`src/rtl/sys_ctrl_mc.sv`:
```
// sys_ctrl_mc
// Command-frame controller between the RX synchroniser and the register
// file, ALU and TX FIFO. Opcode-led byte frames become register writes,
// single or burst register reads, or ALU operations. Wide results are
// serialised into the TX FIFO LSB-first. Frame timeout, error pulses and a
// busy flag are included. Every output is a register.
module sys_ctrl_mc #(
  parameter int unsigned     DW          = 8,
  parameter int unsigned     ADDR_W      = 4,
  parameter int unsigned     FUN_W       = 4,
  parameter int unsigned     RES_BEATS   = 2,
  parameter int unsigned     TO_W        = 16,
  parameter logic [TO_W-1:0] TO_LIMIT    = 16'hFFFF,
  parameter logic [DW-1:0]   OPC_WR      = 8'hAA,
  parameter logic [DW-1:0]   OPC_RD      = 8'hBB,
  parameter logic [DW-1:0]   OPC_ALU_OP  = 8'hCC,
  parameter logic [DW-1:0]   OPC_ALU_NOP = 8'hDD,
  parameter logic [DW-1:0]   OPC_BURST   = 8'hEE
) (
  input  logic                    CLK,
  input  logic                    RST,
  input  logic [DW-1:0]           rx_data,
  input  logic                    rx_valid,
  input  logic                    fifo_full,
  input  logic [RES_BEATS*DW-1:0] alu_out,
  input  logic                    alu_out_valid,
  input  logic [DW-1:0]           rf_rd_data,
  input  logic                    rf_rd_valid,
  output logic [DW-1:0]           fifo_wr_data,
  output logic                    fifo_wr_en,
  output logic [ADDR_W-1:0]       rf_addr,
  output logic [DW-1:0]           rf_wr_data,
  output logic                    rf_wr_en,
  output logic                    rf_rd_en,
  output logic                    alu_en,
  output logic [FUN_W-1:0]        alu_fun,
  output logic                    gate_en,
  output logic                    busy,
  output logic                    err_opcode,
  output logic                    err_timeout
);

  localparam int unsigned RES_W  = RES_BEATS * DW;
  localparam int unsigned BEAT_W = $clog2(RES_BEATS + 1);
  // One extra bit so a burst count of zero can stand for 2^DW reads.
  localparam int unsigned CNT_W  = DW + 1;

  localparam logic [3:0] S_IDLE       = 4'd0;
  localparam logic [3:0] S_WR_ADDR    = 4'd1;
  localparam logic [3:0] S_WR_DATA    = 4'd2;
  localparam logic [3:0] S_RD_ADDR    = 4'd3;
  localparam logic [3:0] S_BURST_ADDR = 4'd4;
  localparam logic [3:0] S_BURST_CNT  = 4'd5;
  localparam logic [3:0] S_RD_REQ     = 4'd6;
  localparam logic [3:0] S_RD_WAIT    = 4'd7;
  localparam logic [3:0] S_OPA        = 4'd8;
  localparam logic [3:0] S_OPB        = 4'd9;
  localparam logic [3:0] S_FUN        = 4'd10;
  localparam logic [3:0] S_ALU_WAIT   = 4'd11;
  localparam logic [3:0] S_TX         = 4'd12;

  logic [3:0]        state;
  logic [3:0]        state_next;
  logic              timed;      // current state is subject to frame timeout
  logic              to_hit;     // timeout fires this cycle
  logic              last_beat;  // final TX beat is written this cycle
  logic [TO_W-1:0]   to_cnt;
  logic [CNT_W-1:0]  rd_cnt;     // reads still to perform, current one included
  logic              rd_mode;    // TX drains back into the read loop
  logic [RES_W-1:0]  tx_buf;     // pending result, next beat in the low slice
  logic [BEAT_W-1:0] beats_left;

  // Next-state decode, timeout detection and TX completion.
  always_comb begin
    // NOTE: every variable gets a default first, so no path can infer a latch.
    state_next = state;
    timed      = 1'b0;
    last_beat  = 1'b0;
    case (state)
      S_IDLE: begin
        if (rx_valid) begin
          if (rx_data == OPC_WR)           state_next = S_WR_ADDR;
          else if (rx_data == OPC_RD)      state_next = S_RD_ADDR;
          else if (rx_data == OPC_ALU_OP)  state_next = S_OPA;
          else if (rx_data == OPC_ALU_NOP) state_next = S_FUN;
          else if (rx_data == OPC_BURST)   state_next = S_BURST_ADDR;
        end
      end
      S_WR_ADDR: begin
        timed = 1'b1;
        if (rx_valid) state_next = S_WR_DATA;
      end
      S_WR_DATA: begin
        timed = 1'b1;
        if (rx_valid) state_next = S_IDLE;
      end
      S_RD_ADDR: begin
        timed = 1'b1;
        if (rx_valid) state_next = S_RD_REQ;
      end
      S_BURST_ADDR: begin
        timed = 1'b1;
        if (rx_valid) state_next = S_BURST_CNT;
      end
      S_BURST_CNT: begin
        timed = 1'b1;
        if (rx_valid) state_next = S_RD_REQ;
      end
      S_RD_REQ: begin
        state_next = S_RD_WAIT;
      end
      S_RD_WAIT: begin
        if (rf_rd_valid) state_next = S_TX;
      end
      S_OPA: begin
        timed = 1'b1;
        if (rx_valid) state_next = S_OPB;
      end
      S_OPB: begin
        timed = 1'b1;
        if (rx_valid) state_next = S_FUN;
      end
      S_FUN: begin
        timed = 1'b1;
        if (rx_valid) state_next = S_ALU_WAIT;
      end
      S_ALU_WAIT: begin
        if (alu_out_valid) state_next = S_TX;
      end
      S_TX: begin
        last_beat = !fifo_full && (beats_left == BEAT_W'(1));
        if (last_beat) begin
          state_next = (rd_mode && (rd_cnt != CNT_W'(1))) ? S_RD_REQ : S_IDLE;
        end
      end
      default: state_next = S_IDLE;
    endcase

    // A silent frame state that has waited long enough abandons the command.
    to_hit = timed && !rx_valid && (to_cnt == TO_LIMIT);
    if (to_hit) state_next = S_IDLE;
  end

  // State register and the inter-frame idle counter.
  always_ff @(posedge CLK or negedge RST) begin
    if (!RST) begin
      state  <= S_IDLE;
      to_cnt <= '0;
    end else begin
      // NOTE: non-blocking assignments make every register sample pre-edge values.
      state <= state_next;
      if (!timed || rx_valid || (state_next != state)) begin
        to_cnt <= '0;
      end else begin
        to_cnt <= to_cnt + TO_W'(1);
      end
    end
  end

  // Datapath registers and all registered outputs.
  always_ff @(posedge CLK or negedge RST) begin
    if (!RST) begin
      fifo_wr_data <= '0;
      fifo_wr_en   <= 1'b0;
      rf_addr      <= '0;
      rf_wr_data   <= '0;
      rf_wr_en     <= 1'b0;
      rf_rd_en     <= 1'b0;
      alu_en       <= 1'b0;
      alu_fun      <= '0;
      gate_en      <= 1'b0;
      busy         <= 1'b0;
      err_opcode   <= 1'b0;
      err_timeout  <= 1'b0;
      rd_cnt       <= '0;
      rd_mode      <= 1'b0;
      tx_buf       <= '0;
      beats_left   <= '0;
    end else begin
      // Strobes default low; level outputs follow the state being entered.
      fifo_wr_en  <= 1'b0;
      rf_wr_en    <= 1'b0;
      alu_en      <= 1'b0;
      err_opcode  <= 1'b0;
      err_timeout <= to_hit;
      rf_rd_en    <= (state_next == S_RD_REQ);
      busy        <= (state_next != S_IDLE);
      gate_en     <= (state_next == S_FUN) || (state_next == S_ALU_WAIT);

      case (state)
        S_IDLE: begin
          if (rx_valid) begin
            rd_mode    <= (rx_data == OPC_RD) || (rx_data == OPC_BURST);
            err_opcode <= (state_next == S_IDLE);
          end
        end
        S_WR_ADDR: begin
          if (rx_valid) rf_addr <= rx_data[ADDR_W-1:0];
        end
        S_WR_DATA: begin
          if (rx_valid) begin
            rf_wr_data <= rx_data;
            rf_wr_en   <= 1'b1;
          end
        end
        S_RD_ADDR: begin
          if (rx_valid) begin
            rf_addr <= rx_data[ADDR_W-1:0];
            rd_cnt  <= CNT_W'(1);
          end
        end
        S_BURST_ADDR: begin
          if (rx_valid) rf_addr <= rx_data[ADDR_W-1:0];
        end
        S_BURST_CNT: begin
          if (rx_valid) begin
            rd_cnt <= (rx_data == '0) ? {1'b1, {DW{1'b0}}} : {1'b0, rx_data};
          end
        end
        S_RD_WAIT: begin
          if (rf_rd_valid) begin
            tx_buf     <= RES_W'(rf_rd_data);
            beats_left <= BEAT_W'(1);
          end
        end
        S_OPA: begin
          if (rx_valid) begin
            rf_addr    <= ADDR_W'(0);
            rf_wr_data <= rx_data;
            rf_wr_en   <= 1'b1;
          end
        end
        S_OPB: begin
          if (rx_valid) begin
            rf_addr    <= ADDR_W'(1);
            rf_wr_data <= rx_data;
            rf_wr_en   <= 1'b1;
          end
        end
        S_FUN: begin
          if (rx_valid) begin
            alu_fun <= rx_data[FUN_W-1:0];
            alu_en  <= 1'b1;
          end
        end
        S_ALU_WAIT: begin
          if (alu_out_valid) begin
            tx_buf     <= alu_out;
            beats_left <= BEAT_W'(RES_BEATS);
          end
        end
        S_TX: begin
          // A full FIFO holds the current beat in tx_buf untouched.
          if (!fifo_full) begin
            fifo_wr_en   <= 1'b1;
            fifo_wr_data <= tx_buf[DW-1:0];
            tx_buf       <= tx_buf >> DW;
            beats_left   <= beats_left - BEAT_W'(1);
            if (last_beat && rd_mode) begin
              rd_cnt  <= rd_cnt - CNT_W'(1);
              rf_addr <= rf_addr + ADDR_W'(1);
            end
          end
        end
        default: ;
      endcase
    end
  end

endmodule

```
`config.mk`:
```
export PLATFORM = sky130hd
export DESIGN_NAME = sys_ctrl_mc
export DESIGN_NICKNAME = d
export VERILOG_FILES = /design/src/rtl/sys_ctrl_mc.sv
export SDC_FILE = /design/constraint.sdc
export NUM_CORES = 1
export LEC_CHECK = 0
export CAP_MARGIN = 30
export CORE_ASPECT_RATIO = 0.7
export CORE_MARGIN = 2
export CORE_UTILIZATION = 49
export CTS_CLUSTER_SIZE = 10
export DETAILED_ROUTE_END_ITERATION = 10
export MAX_ROUTING_LAYER = met4
export PLACE_DENSITY = 0.77
export REMOVE_ABC_BUFFERS = 1
export SYNTH_ARGS = -nofsm -noshare
export SYNTH_HDL_FRONTEND = slang
export SYNTH_SLANG_ARGS = --single-unit
```
`constraint.sdc`:
```
create_clock -name CLK -period 2 [get_ports CLK]
set_input_delay 0.4 -clock CLK [delete_from_list [all_inputs] [get_ports CLK]]
set_output_delay 0.4 -clock CLK [all_outputs]
set_load 0.1 [all_outputs]
```
==> key figures, run 1 <==
Detailed routing
  • Met3 wire len: 859 µm
  • Vias: 4441
  • Final antenna-violating net count: 0
  • Drt via density: 5.75
  • Highest routed layer: met4
  • Pre-antenna DRT Iters: 8
  • WL per Instance: 17.5 µm
  • Wl on met1: 6170 µm
  • 1st-iter DRT viols: 308
  • Routed WL: 13500 µm
  • Met2 routed WL: 6320 µm
  • Drc violations: 0

Layout
  • Commonest non-fill, non-tap cell in the layout: buf_4
  • Area Growth Syn to Fin: 52.6%
  • Layout cells sized above 1: 40.8%
  • Fin cells: 773
  • Antenna Diode Count: 0
  • Nets: 687
  • Commonest cells after routing, fill and taps aside: buf_4 (131), dfrtp_1 (77), nand2_1 (50), clkdlybuf4s50_1 (33), o21ai_0 (30)

STA
  • Max frequency: 434 MHz
  • Hold Slack: 53.9 ps
  • Minimum clock period: 2300 ps
  • Final Setup Violations: 23
  • Final TNS setup: -5550 ps
  • Max Slew Vio Count: 0
  • Skew final: 5.51 ps
  • Slew HR: 64.0%
  • RSZ-0062 raised after global routing: true
  • Slack of the critical path: -303 ps
  • Final hold viol count: 0
  • Final period utilization: 115%
  • Worst Max-Slew Pin Slew: 536 ps

Floorplanning
  • I/O pin count: 70
  • Die Ht: 83.6 µm
  • Chip width: 118 µm
  • Site Rows: 29
  • Core footprint: 0.00893 mm²
  • Die area: 0.00985 mm²
  • Initial Utilization: 49.7%

Setup path
  • Cells on worst reg2reg path: 9
  • Worst stage delay on the critical path: 450 ps
  • Reg2Reg Capture Point: to_cnt[15]
  • Register-to-register setup slack: -300 ps
  • Nature of the critical path endpoint: flop
  • CP Data Arrival Time: 2540 ps
  • Slowest CP cell: or4b_4
  • Crit-path max FO: 5
  • Crit-path cells: inv_2, ha_4, or4b_4, o211ai_1, o221ai_2, mux2i_2, nand3b_4, buf_6, nor4_4
  • Worst EP required: 2240 ps
  • WP buf/inv: 2
  • Setup CP Type: reg2reg
  • Reg-to-Reg Start: rd_cnt[1]
  • Cell family with most CP delay: simple AND/OR/NAND/NOR gates
  • Startpoint Class: flop

Placed design
  • GPL Wtd Cong: 0.914
  • IO buf count: 69
  • Placed cells: 728
  • Final HPWL DP: 8900 µm

Power and ir drop
  • Power per cell area: 1610 mW/mm²
  • Total power: 10.9 mW
  • VDD IR max: 1.61 mV
  • Lkg Pwr: 2.97 nW

Yosys
  • Cells after Synth: 463
  • #FFs+latches synth: 80
  • Sequential element share of the synthesized area: 45.1%
  • Synth Area per Inst: 9.59 µm²
  • Yosys warns: 0
  • Synthesized cell area: 0.00444 mm²
  • Dominant cell type by area after synthesis: dfrtp_1
  • Area share of the largest cell type after synthesis: 45.1%
  • Async SR Flop Fraction: 100%
  • Post-synth EDFFs: 0
  • Synth area leaders: dfrtp_1 (45%), nand2_1 (4.3%), o21ai_0 (4.1%)
  • Synth unique cells: 67
  • Top_reg_cell synth: dfrtp_1

Clock network
  • CTS buffer count: 9
  • Clk buf depth: 2
  • Post-CTS Hold Buffers: 0
  • CTS tree: yes
  • Sink Count: 80
  • Skew-Pair Late Insertion Delay: 340 ps
  • Clk Tree Root Cell: clkbuf_16
  • Clock Pin Slew Worst Setup and Hold Paths: 60 ps
  • # H-tree levels: 3

Global route
  • Largest net degree at the start of global routing: 81
  • Vias in the first global route: 4167
  • Global-route wire length before repair: 21200 µm
  • Initial antenna violation count: 0
  • Global router's overall resource usage: 27.7%
  • Grt total ovfl: 0

Job
  • Number of max-cap violations: 0

Worst hold path
  • Hold Path Class: in2async

Run status
  • Failing checks: setup timing
  • Status: finished with violations
## logic make-up after synthesis
logic type      after synthesis  share of synthesized area, %
fa+ha+maj                     5                          1.41
buf+inv                      50                          5.19
xor+xnor                     17                          3.35
simple gates                185                          23.7
flops                        80                          45.1
compound gates              111                          17.5
mux                          15                          3.78
## worst max-delay path by stage
| stage | from | to | slack, ps | cells past startpoint |
|---|---|---|---|---|
| CTS | rd_cnt[1] | to_cnt[2] | -280 | 9 |
| detailed placement | rx_data[1] | to_cnt[15] | -630 | 8 |
| finish | rd_cnt[1] | to_cnt[15] | -300 | 9 |
| global placement | rx_data[1] | to_cnt[13] | -560 | 8 |
| floorplan | state[3] | beats_left[0] | -940 | 5 |
| global route | rd_cnt[1] | to_cnt[7] | -400 | 8 |
## per-layer routing
| metal | vias to the layer above | global-route usage, % |
|---|---|---|
| li1 | 2044 | - |
| met1 | 2188 | 39.3 |
| met2 | 183 | 41.6 |
| met3 | 26 | 5.26 |
| met4 | 0 | 6.46 |
| met5 | - | - |
## per-stage QoR
step                setup slack [ps]  instance area (µm²)  utilization (%)
finish                          -303                 6770             75.9
global route                    -398                 6770             75.9
CTS                             -278                 6410             71.9
detailed placement              -632                 5830             65.3
global placement                -557                 5830             65.3
floorplan                       -944                 4310                -
## final cells by class
class                      count  area (µm²)
multi-input combinational    334        2560
fill                         620        2150
sequential                    80        2010
timing repair buffer         193        1680
clock buffer                  11         243
tap                          124         155
inverter                      26         100
clock inverter                 5        32.5
## power breakdown
part | switching [mW] | internal (mW)
Combinational | 4.35 | 2.55
Sequential | 0.351 | 2.12
Clock | 0.667 | 0.870
## state kept, by name (all words and copies together), names as in the netlist, 2 cells and up
name	cells
to_cnt	16
tx_buf	16
rd_cnt	9
fifo_wr_data	8
rf_wr_data	8
alu_fun	4
rf_addr	4
state	4
beats_left	2
## cells in the mapped netlist (2+ instances only)
cell,instances
nand3b_1,2
buf_4,3
nand3_1,19
buf_2,7
or4_1,2
and2_1,6
a2bb2oi_1,2
and3_1,5
ha_1,5
a22oi_1,14
o21a_1,2
a32oi_1,4
inv_1,25
and4_1,2
clkbuf_1,11
dfrtp_1,80
a21oi_1,16
nor3_1,16
nor2b_1,6
nand4_1,9
or2_1,2
xnor2_1,10
nor4_2,9
a211oi_1,3
o41a_1,2
buf_6,3
nor2_1,36
xor2_1,7
nand2b_1,2
a31oi_1,14
nor4_1,4
nand2_1,51
a21o_1,2
mux2_2,14
o21ai_0,36
## repair_timing
action / in CTS / in global routing
gates cloned: 3 / 2
gates resized for setup: 47 / 65
setup endpoints to repair: 60 / 69
pin swaps: 18 / 19
setup buffers: 12 / 13
(Power assumes the default switching activity.)
==> run 2, diff against run 1 <==
--- a/config.mk
+++ b/config.mk
@@ -7,7 +7,6 @@
 export LEC_CHECK = 0
 export CAP_MARGIN = 30
 export CORE_ASPECT_RATIO = 0.7
-export CORE_MARGIN = 2
 export CORE_UTILIZATION = 49
 export CTS_CLUSTER_SIZE = 10
 export DETAILED_ROUTE_END_ITERATION = 10
@@ -17,3 +16,4 @@
 export SYNTH_ARGS = -nofsm -noshare
 export SYNTH_HDL_FRONTEND = slang
 export SYNTH_SLANG_ARGS = --single-unit
+export TNS_END_PERCENT = 20
==> run 2 against run 1 <==
The flow still finishes with violations (setup timing). Sequential share of layout area up 1.6 points. Highest routed layer unchanged. Critical path type unchanged. Global-route usage up 1.2 points. Register-to-register slack worse by 40 ps. Total power down 1.9%. Non-clock buffer count down 26.
==> key figures, run 2 (same netlist as run 1, synthesis figures left out) <==
Run status
  • Status: finished with violations
  • Failing checks: setup timing

Floorplanning
  • I/O pin count: 70 (unchanged)
  • Die area: 0.00945 mm² (-4.0%)
  • Site Rows: 28 (-3.4%)
  • Chip width: 116 µm (-1.7%)
  • Core footprint: 0.00862 mm² (-3.4%)
  • Initial Utilization: 51.5% (+1.8 points)
  • Die Ht: 81.6 µm (-2.4%)

Power and ir drop
  • Register share of total power: 23.2% (+0.6 points)
  • Clock Power Share: 17.6% (+3.5 points)
  • NetSw: 5.13 mW (-4.5%)
  • Int Power: 5.57 mW (+0.62%)
  • VDD IR max: 1.25 mV (-22%)
  • Lkg Pwr: 2.82 nW (-5.1%)
  • Switching part of the total: 48.0% (-1.3 points)
  • Logic pwr share: 59.2% (-4.1 points)
  • Power per cell area: 1670 mW/mm² (+3.5%)

Placed design
  • GPL Wtd Cong: 0.887 (-3.0%)
  • Final HPWL DP: 9040 µm (+1.6%)
  • IO buf count: 69 (unchanged)
  • Post-placement worst setup slack: -595 ps (+37.3 ps)

Layout
  • Antenna Diode Count: 0 (unchanged)
  • Fill cell count: 652 (+5.2%)
  • Area Growth Syn to Fin: 44.7%
  • Biggest regs: to_cnt (16), tx_buf (16), rd_cnt (9)
  • Nets: 661 (-3.8%)
  • Multi-input logic area: 0.00239 mm² (-6.8%)
  • Final core occ: 74.5% (-1.4 points)
  • Commonest non-fill, non-tap cell in the layout: buf_4
  • Commonest cells after routing, fill and taps aside: buf_4 (120), dfrtp_1 (77), nand2_1 (51), clkdlybuf4s50_1 (36), o21ai_0 (35)
  • Register Area: 0.00201 mm² (unchanged)
  • Layout cells sized above 1: 34.4% (-6.4 points)

Detailed routing
  • Final antenna-violating net count: 0 (unchanged)
  • 1st-iter DRT viols: 279 (-9.4%)
  • Drt via density: 5.70 (-0.87%)
  • Routed WL: 12800 µm (-5.5%)
  • Drc violations: 0 (unchanged)
  • WL per Instance: 17.2 µm (-1.5%)
  • Vias: 4226 (-4.8%)
  • Pre-antenna DRT Iters: 5 (-3)

Clock network
  • Clock Pin Slew Worst Setup and Hold Paths: 60 ps (about the same)
  • CTS tree: yes
  • Clk buf depth: 2 (unchanged)
  • Sink Count: 80 (unchanged)
  • Clk Tree Root Cell: clkbuf_16
  • Post-CTS Hold Buffers: 0 (unchanged)
  • CTS buffer count: 9 (unchanged)
  • # H-tree levels: 3 (unchanged)
  • Skew-Pair Late Insertion Delay: 340 ps (about the same)

Setup path
  • Worst stage delay on the critical path: 490 ps (+40 ps)
  • WP buf/inv: 3 (+1)
  • Worst EP required: 2240 ps (about the same)
  • CP Data Arrival Time: 2580 ps (+40 ps)
  • Nature of the critical path endpoint: flop
  • Crit-path max FO: 8 (+3)
  • Slowest CP cell: or4b_4
  • Startpoint Class: flop
  • Cell family with most CP delay: simple AND/OR/NAND/NOR gates
  • Crit-path cells: inv_2, ha_4, or4b_4, buf_6, nor2_4, nor3_2, nor4_4, o22ai_4, buf_12, nor4_4
  • Most frequent cell on the critical path: nor4_4
  • Setup CP Type: reg2reg

Global route
  • Grt total ovfl: 0 (unchanged)
  • Vias in the first global route: 4000 (-4.0%)
  • Global router's overall resource usage: 28.9% (+1.2 points)
  • Largest net degree at the start of global routing: 35 (-57%)
  • Initial antenna violation count: 0 (unchanged)
  • Global-route wire length before repair: 19900 µm (-6.2%)

STA
  • Max frequency: 427 MHz (-1.7%)
  • Final Setup Violations: 22 (-4.3%)
  • Final hold viol count: 0 (unchanged)
  • Hold Slack: 9.34 ps (-44.5 ps)
  • Max Slew Vio Count: 0 (unchanged)
  • RSZ-0062 raised after global routing: true
  • Worst Max-Slew Pin Slew: 488 ps (-47.7 ps)
  • Slew HR: 67.2% (+3.2 points)
  • Final TNS setup: -6440 ps (-898 ps)
  • Slack of the critical path: -341 ps (-38.8 ps)
  • Final period utilization: 117% (+1.9 points)
  • Skew final: 7.15 ps (+1.64 ps)
  • Minimum clock period: 2340 ps (+38.8 ps)

Job
  • Number of max-cap violations: 0 (unchanged)

Worst hold path
  • Hold Path Class: in2async
run 2: final timing paths:
check                              start            end  slack (ps)  cells after the start
hold reg to reg            rf_wr_data[0]  rf_wr_data[0]         480                      2
hold / removal                       RST      rd_cnt[8]           9                      1
setup reg to reg               rd_cnt[1]      to_cnt[5]        -340                     10
max in group asynchronous            RST       state[2]        1400                      2
setup / recovery               rd_cnt[1]      to_cnt[5]        -340                     10
min in group CLK           rf_wr_data[0]  rf_wr_data[0]         480                      2
run 2: metal layers:
layer	share of wire (%)	GRT usage [%]	vias up	routed length [µm]
met5	0	-	-	0
met4	1.1	7.05	0	138
met3	7.3	6.94	13	935
met2	45	44.0	169	5700
met1	47	39.2	2058	6000
li1	-	-	1986	-
run 2: area by class of cell:
type / instances / share of cell area (%)
inverter: 26 / 1.52
clock buffer: 12 / 3.84
clock inverter: 3 / 1.40
sequential: 80 / 31.2
timing repair buffer: 167 / 22.5
multi-input combinational: 334 / 37.2
tap: 120 / 2.34
run 2: power groups by stage:
stage / registers (mW) / logic (mW) / clock network [mW]
2_1_floorplan: 4.49 / 1.72 / 0
3_3_place_gp: 2.45 / 5.52 / 0
3_5_place_dp: 2.48 / 5.61 / 0
4_1_cts: 2.47 / 6.02 / 1.90
5_1_grt: 2.54 / 6.63 / 1.96
6_report: 2.48 / 6.33 / 1.89
run 2: worst reg2reg max path: stages, from the launching register on:
cell and delay, ps:
dfrtp_1 390, inv_2 80, ha_4 110, or4b_4 490, buf_6 140, nor2_4 100
nor3_2 80, nor4_4 300, o22ai_4 130, buf_12 160, nor4_4 260
run 2: timing repair:
| item | in CTS | in global routing |
|---|---|---|
| buffers inserted | 5 | 5 |
| pin swaps | 15 | 8 |
| gates resized for setup | 24 | 24 |
| endpoints found under the setup margin | 60 | 54 |
| gates cloned | 1 | 0 |
run 2: stage by stage:
step / area (µm²) / instances / power [mW]
after floorplan: 4310 / 439 / 6.21
after global placement: 5780 / 717 / 7.97
after detailed placement: 5780 / 717 / 8.09
after CTS: 6300 / 738 / 10.4
after global routing: 6420 / 742 / 11.1
final: 6420 / 742 / 10.7
==> run 3, diff against run 2 <==
--- a/config.mk
+++ b/config.mk
@@ -7,12 +7,11 @@
 export LEC_CHECK = 0
 export CAP_MARGIN = 30
 export CORE_ASPECT_RATIO = 0.7
-export CORE_UTILIZATION = 49
+export CORE_UTILIZATION = 41
 export CTS_CLUSTER_SIZE = 10
 export DETAILED_ROUTE_END_ITERATION = 10
 export MAX_ROUTING_LAYER = met4
-export PLACE_DENSITY = 0.77
-export REMOVE_ABC_BUFFERS = 1
+export PLACE_DENSITY = 0.66
 export SYNTH_ARGS = -nofsm -noshare
 export SYNTH_HDL_FRONTEND = slang
 export SYNTH_SLANG_ARGS = --single-unit
==> run 3 against run 2 <==
The run still ends with setup timing left. Critical path type unchanged. Clock skew increased by 1.1 ps. Maximum frequency rose by 2.4%. Register-to-register slack gained 60 ps. Highest routed layer unchanged. First-iteration DRC count increased by 33%.
==> key figures, run 3 (same netlist as run 1, synthesis figures left out) <==
Setup path
  • Crit-path max FO: 6 (-2)
  • Cells on worst reg2reg path: 9 (-1)
  • Setup CP Type: reg2reg
  • Reg-to-Reg Start: rd_cnt[1]
  • Nature of the critical path endpoint: flop
  • Worst stage delay on the critical path: 460 ps (-30 ps)
  • Worst Setup SP: rd_cnt[1]
  • Reg2Reg Capture Point: to_cnt[0]
  • Slowest CP cell: or4b_4
  • Crit-path cells: inv_2, ha_1, or4b_4, o211ai_1, o221ai_2, mux2i_1, nand3b_4, buf_4, nor4_2
  • Instance count on the critical path: 9 (-1)
  • CP Data Arrival Time: 2530 ps (-50 ps)
  • Setup crit end: to_cnt[0]
  • Startpoint Class: flop
  • Register-to-register setup slack: -290 ps (+60 ps)
  • WP buf/inv: 2 (-1)
  • Worst EP required: 2240 ps (about the same)
  • Cell family with most CP delay: simple AND/OR/NAND/NOR gates

STA
  • Slew HR: 64.0% (-3.2 points)
  • Max Slew Vio Count: 0 (unchanged)
  • Final hold viol count: 0 (unchanged)
  • Slack of the critical path: -285 ps (+55.9 ps)
  • Minimum clock period: 2290 ps (-55.9 ps)
  • Skew final: 8.25 ps (+1.10 ps)
  • Final period utilization: 114% (-2.8 points)
  • Final TNS setup: -4150 ps (+2290 ps)
  • Worst Max-Slew Pin Slew: 536 ps (+47.9 ps)
  • Max frequency: 438 MHz (+2.4%)
  • Final Setup Violations: 27 (+23%)
  • RSZ-0062 raised after global routing: true

Layout
  • Final core occ: 61.6% (-13 points)
  • Biggest regs: to_cnt (16), tx_buf (16), rd_cnt (9)
  • Nets: 673 (+1.8%)
  • Commonest non-fill, non-tap cell in the layout: buf_4
  • Layout cells sized above 1: 35.1% (+0.71 points)
  • Fill cell count: 887 (+36%)
  • Antenna Diode Count: 0 (unchanged)
  • Commonest cells after routing, fill and taps aside: buf_4 (123), dfrtp_1 (77), nand2_1 (51), o21ai_0 (34)
  • Area Growth Syn to Fin: 44.9%

Placed design
  • Final HPWL DP: 9090 µm (+0.60%)
  • IO buf count: 69 (unchanged)
  • GPL Wtd Cong: 0.911 (+2.7%)

Detailed routing
  • Vias: 4205 (-0.50%)
  • 1st-iter DRT viols: 370 (+33%)
  • Final antenna-violating net count: 0 (unchanged)
  • Routed WL: 12700 µm (-0.48%)
  • WL per Instance: 16.6 µm (-3.7%)
  • Pre-antenna DRT Iters: 5 (unchanged)
  • Drt via density: 5.48 (-3.7%)
  • Drc violations: 0 (unchanged)

Floorplanning
  • I/O pin count: 70 (unchanged)
  • Die Ht: 89.0 µm (+9.1%)
  • Core footprint: 0.0104 mm² (+21%)
  • Initial Utilization: 42.5% (-9.0 points)
  • Chip width: 126 µm (+9.2%)
  • Site Rows: 31 (+11%)
  • Die area: 0.0113 mm² (+19%)

Clock network
  • Clock Pin Slew Worst Setup and Hold Paths: 60 ps (about the same)
  • CTS tree: yes
  • Sink Count: 80 (unchanged)
  • Clk buf depth: 2 (unchanged)
  • Skew-Pair Late Insertion Delay: 340 ps (about the same)
  • # H-tree levels: 3 (unchanged)
  • Clk Tree Root Cell: clkbuf_16
  • CTS buffer count: 9 (unchanged)

Power and ir drop
  • Logic pwr share: 61.0% (+1.8 points)
  • Lkg Pwr: 2.84 nW (+0.80%)
  • Int Power: 5.15 mW (-7.5%)
  • Power per cell area: 1600 mW/mm² (-4.2%)
  • Register share of total power: 23.9% (+0.7 points)
  • Clock Power Share: 15.1% (-2.5 points)
  • Switching part of the total: 49.8% (+1.8 points)
  • VDD IR max: 1.12 mV (-11%)
  • NetSw: 5.11 mW (-0.41%)

Yosys
  • Syn nets: 506

Global route
  • Largest net degree at the start of global routing: 35 (unchanged)
  • Initial antenna violation count: 0 (unchanged)
  • Global-route wire length before repair: 20700 µm (+4.0%)
  • Global router's overall resource usage: 24.6% (-4.3 points)
  • Grt total ovfl: 0 (unchanged)
  • Vias in the first global route: 4055 (+1.4%)

Run status
  • Failing checks: setup timing
  • Status: finished with violations

Worst hold path
  • Hold Path Class: reg2reg

Job
  • Number of max-cap violations: 0 (unchanged)
[run 3: cell count changes in the layout (fill, tap and decap cells not counted), sizes merged]
cell,previous run,this run
clkdlybuf4s50,36,33
clkinvlp,0,3
dlygate4sd3,0,1
clkbuf,12,9
bufinv,3,0
dlygate4sd2,0,3
inv,25,29
buf,131,141
o22ai,2,3
[run 3: timing repair]
| action | CTS | global route |
|---|---|---|
| endpoints found under the setup margin | 59 | 72 |
| pin swaps | 19 | 0 |
| hold endpoints to repair | 3 | 0 |
| gates resized for setup | 30 | 17 |
| hold buffers | 1 | 0 |
| setup buffers | 10 | 0 |
| cloned | 3 | 0 |
[run 3: worst reg2reg max path, cell delays in order, from the launching register on]
cell and delay, ps:
dfrtp_1 390, inv_2 60, ha_1 120, or4b_4 460, o211ai_1 220, o221ai_2 180
mux2i_1 190, nand3b_4 270, buf_4 190, nor4_2 120
[run 3: metrics by stage]
| stage | power (mW) | hold WS, ps | cell area [µm²] | std cells | worst slack [ps] |
|---|---|---|---|---|---|
| after CTS | 10.2 | 480 | 6370 | 767 | -263 |
| after detailed placement | 8.13 | 362 | 5890 | 739 | -621 |
| after floorplan | 6.38 | 104 | 4440 | 463 | -67.2 |
| after global placement | 8.06 | 363 | 5890 | 739 | -567 |
| final | 10.3 | 476 | 6430 | 767 | -285 |
| after global routing | 10.8 | 504 | 6430 | 767 | -392 |
[run 3: layout make-up]
type	count	area [µm²]	share of cell area [%]
inverters	26	97.6	1.52
multi-input cells	335	2360	36.7
clock inverters	7	53.8	0.837
clock buffers	9	225	3.50
repair buffers	178	1520	23.7
flip-flops and latches	80	2010	31.2
well taps	132	165	2.57
[run 3: worst min path at each step]
stage                              from            end  slack, ps  depth (start not counted)
after floorplan                     RST         alu_en        100                          0
after global placement              RST     rf_addr[1]        360                          1
after detailed placement            RST     rf_addr[1]        360                          1
after CTS                 rf_wr_data[6]  rf_wr_data[6]        480                          2
after global routing      rf_wr_data[0]  rf_wr_data[0]        500                          2
final                     rf_wr_data[6]  rf_wr_data[6]        480                          2
[run 3: power by group through the flow]
stage,Sequential [mW],Combinational (mW),Clock [mW]
after floorplan,4.39,1.98,0
after global placement,2.47,5.60,0
after detailed placement,2.48,5.65,0
after CTS,2.44,6.15,1.58
after global routing,2.51,6.60,1.66
final,2.45,6.26,1.55
[run 3: routing by layer]
metal	vias up	GRT usage, %	wire [µm]
met1	2037	34.6	6160
li1	2013	-	-
met4	0	5.04	80
met2	145	36.0	5550
met5	-	-	0
met3	10	6.04	924
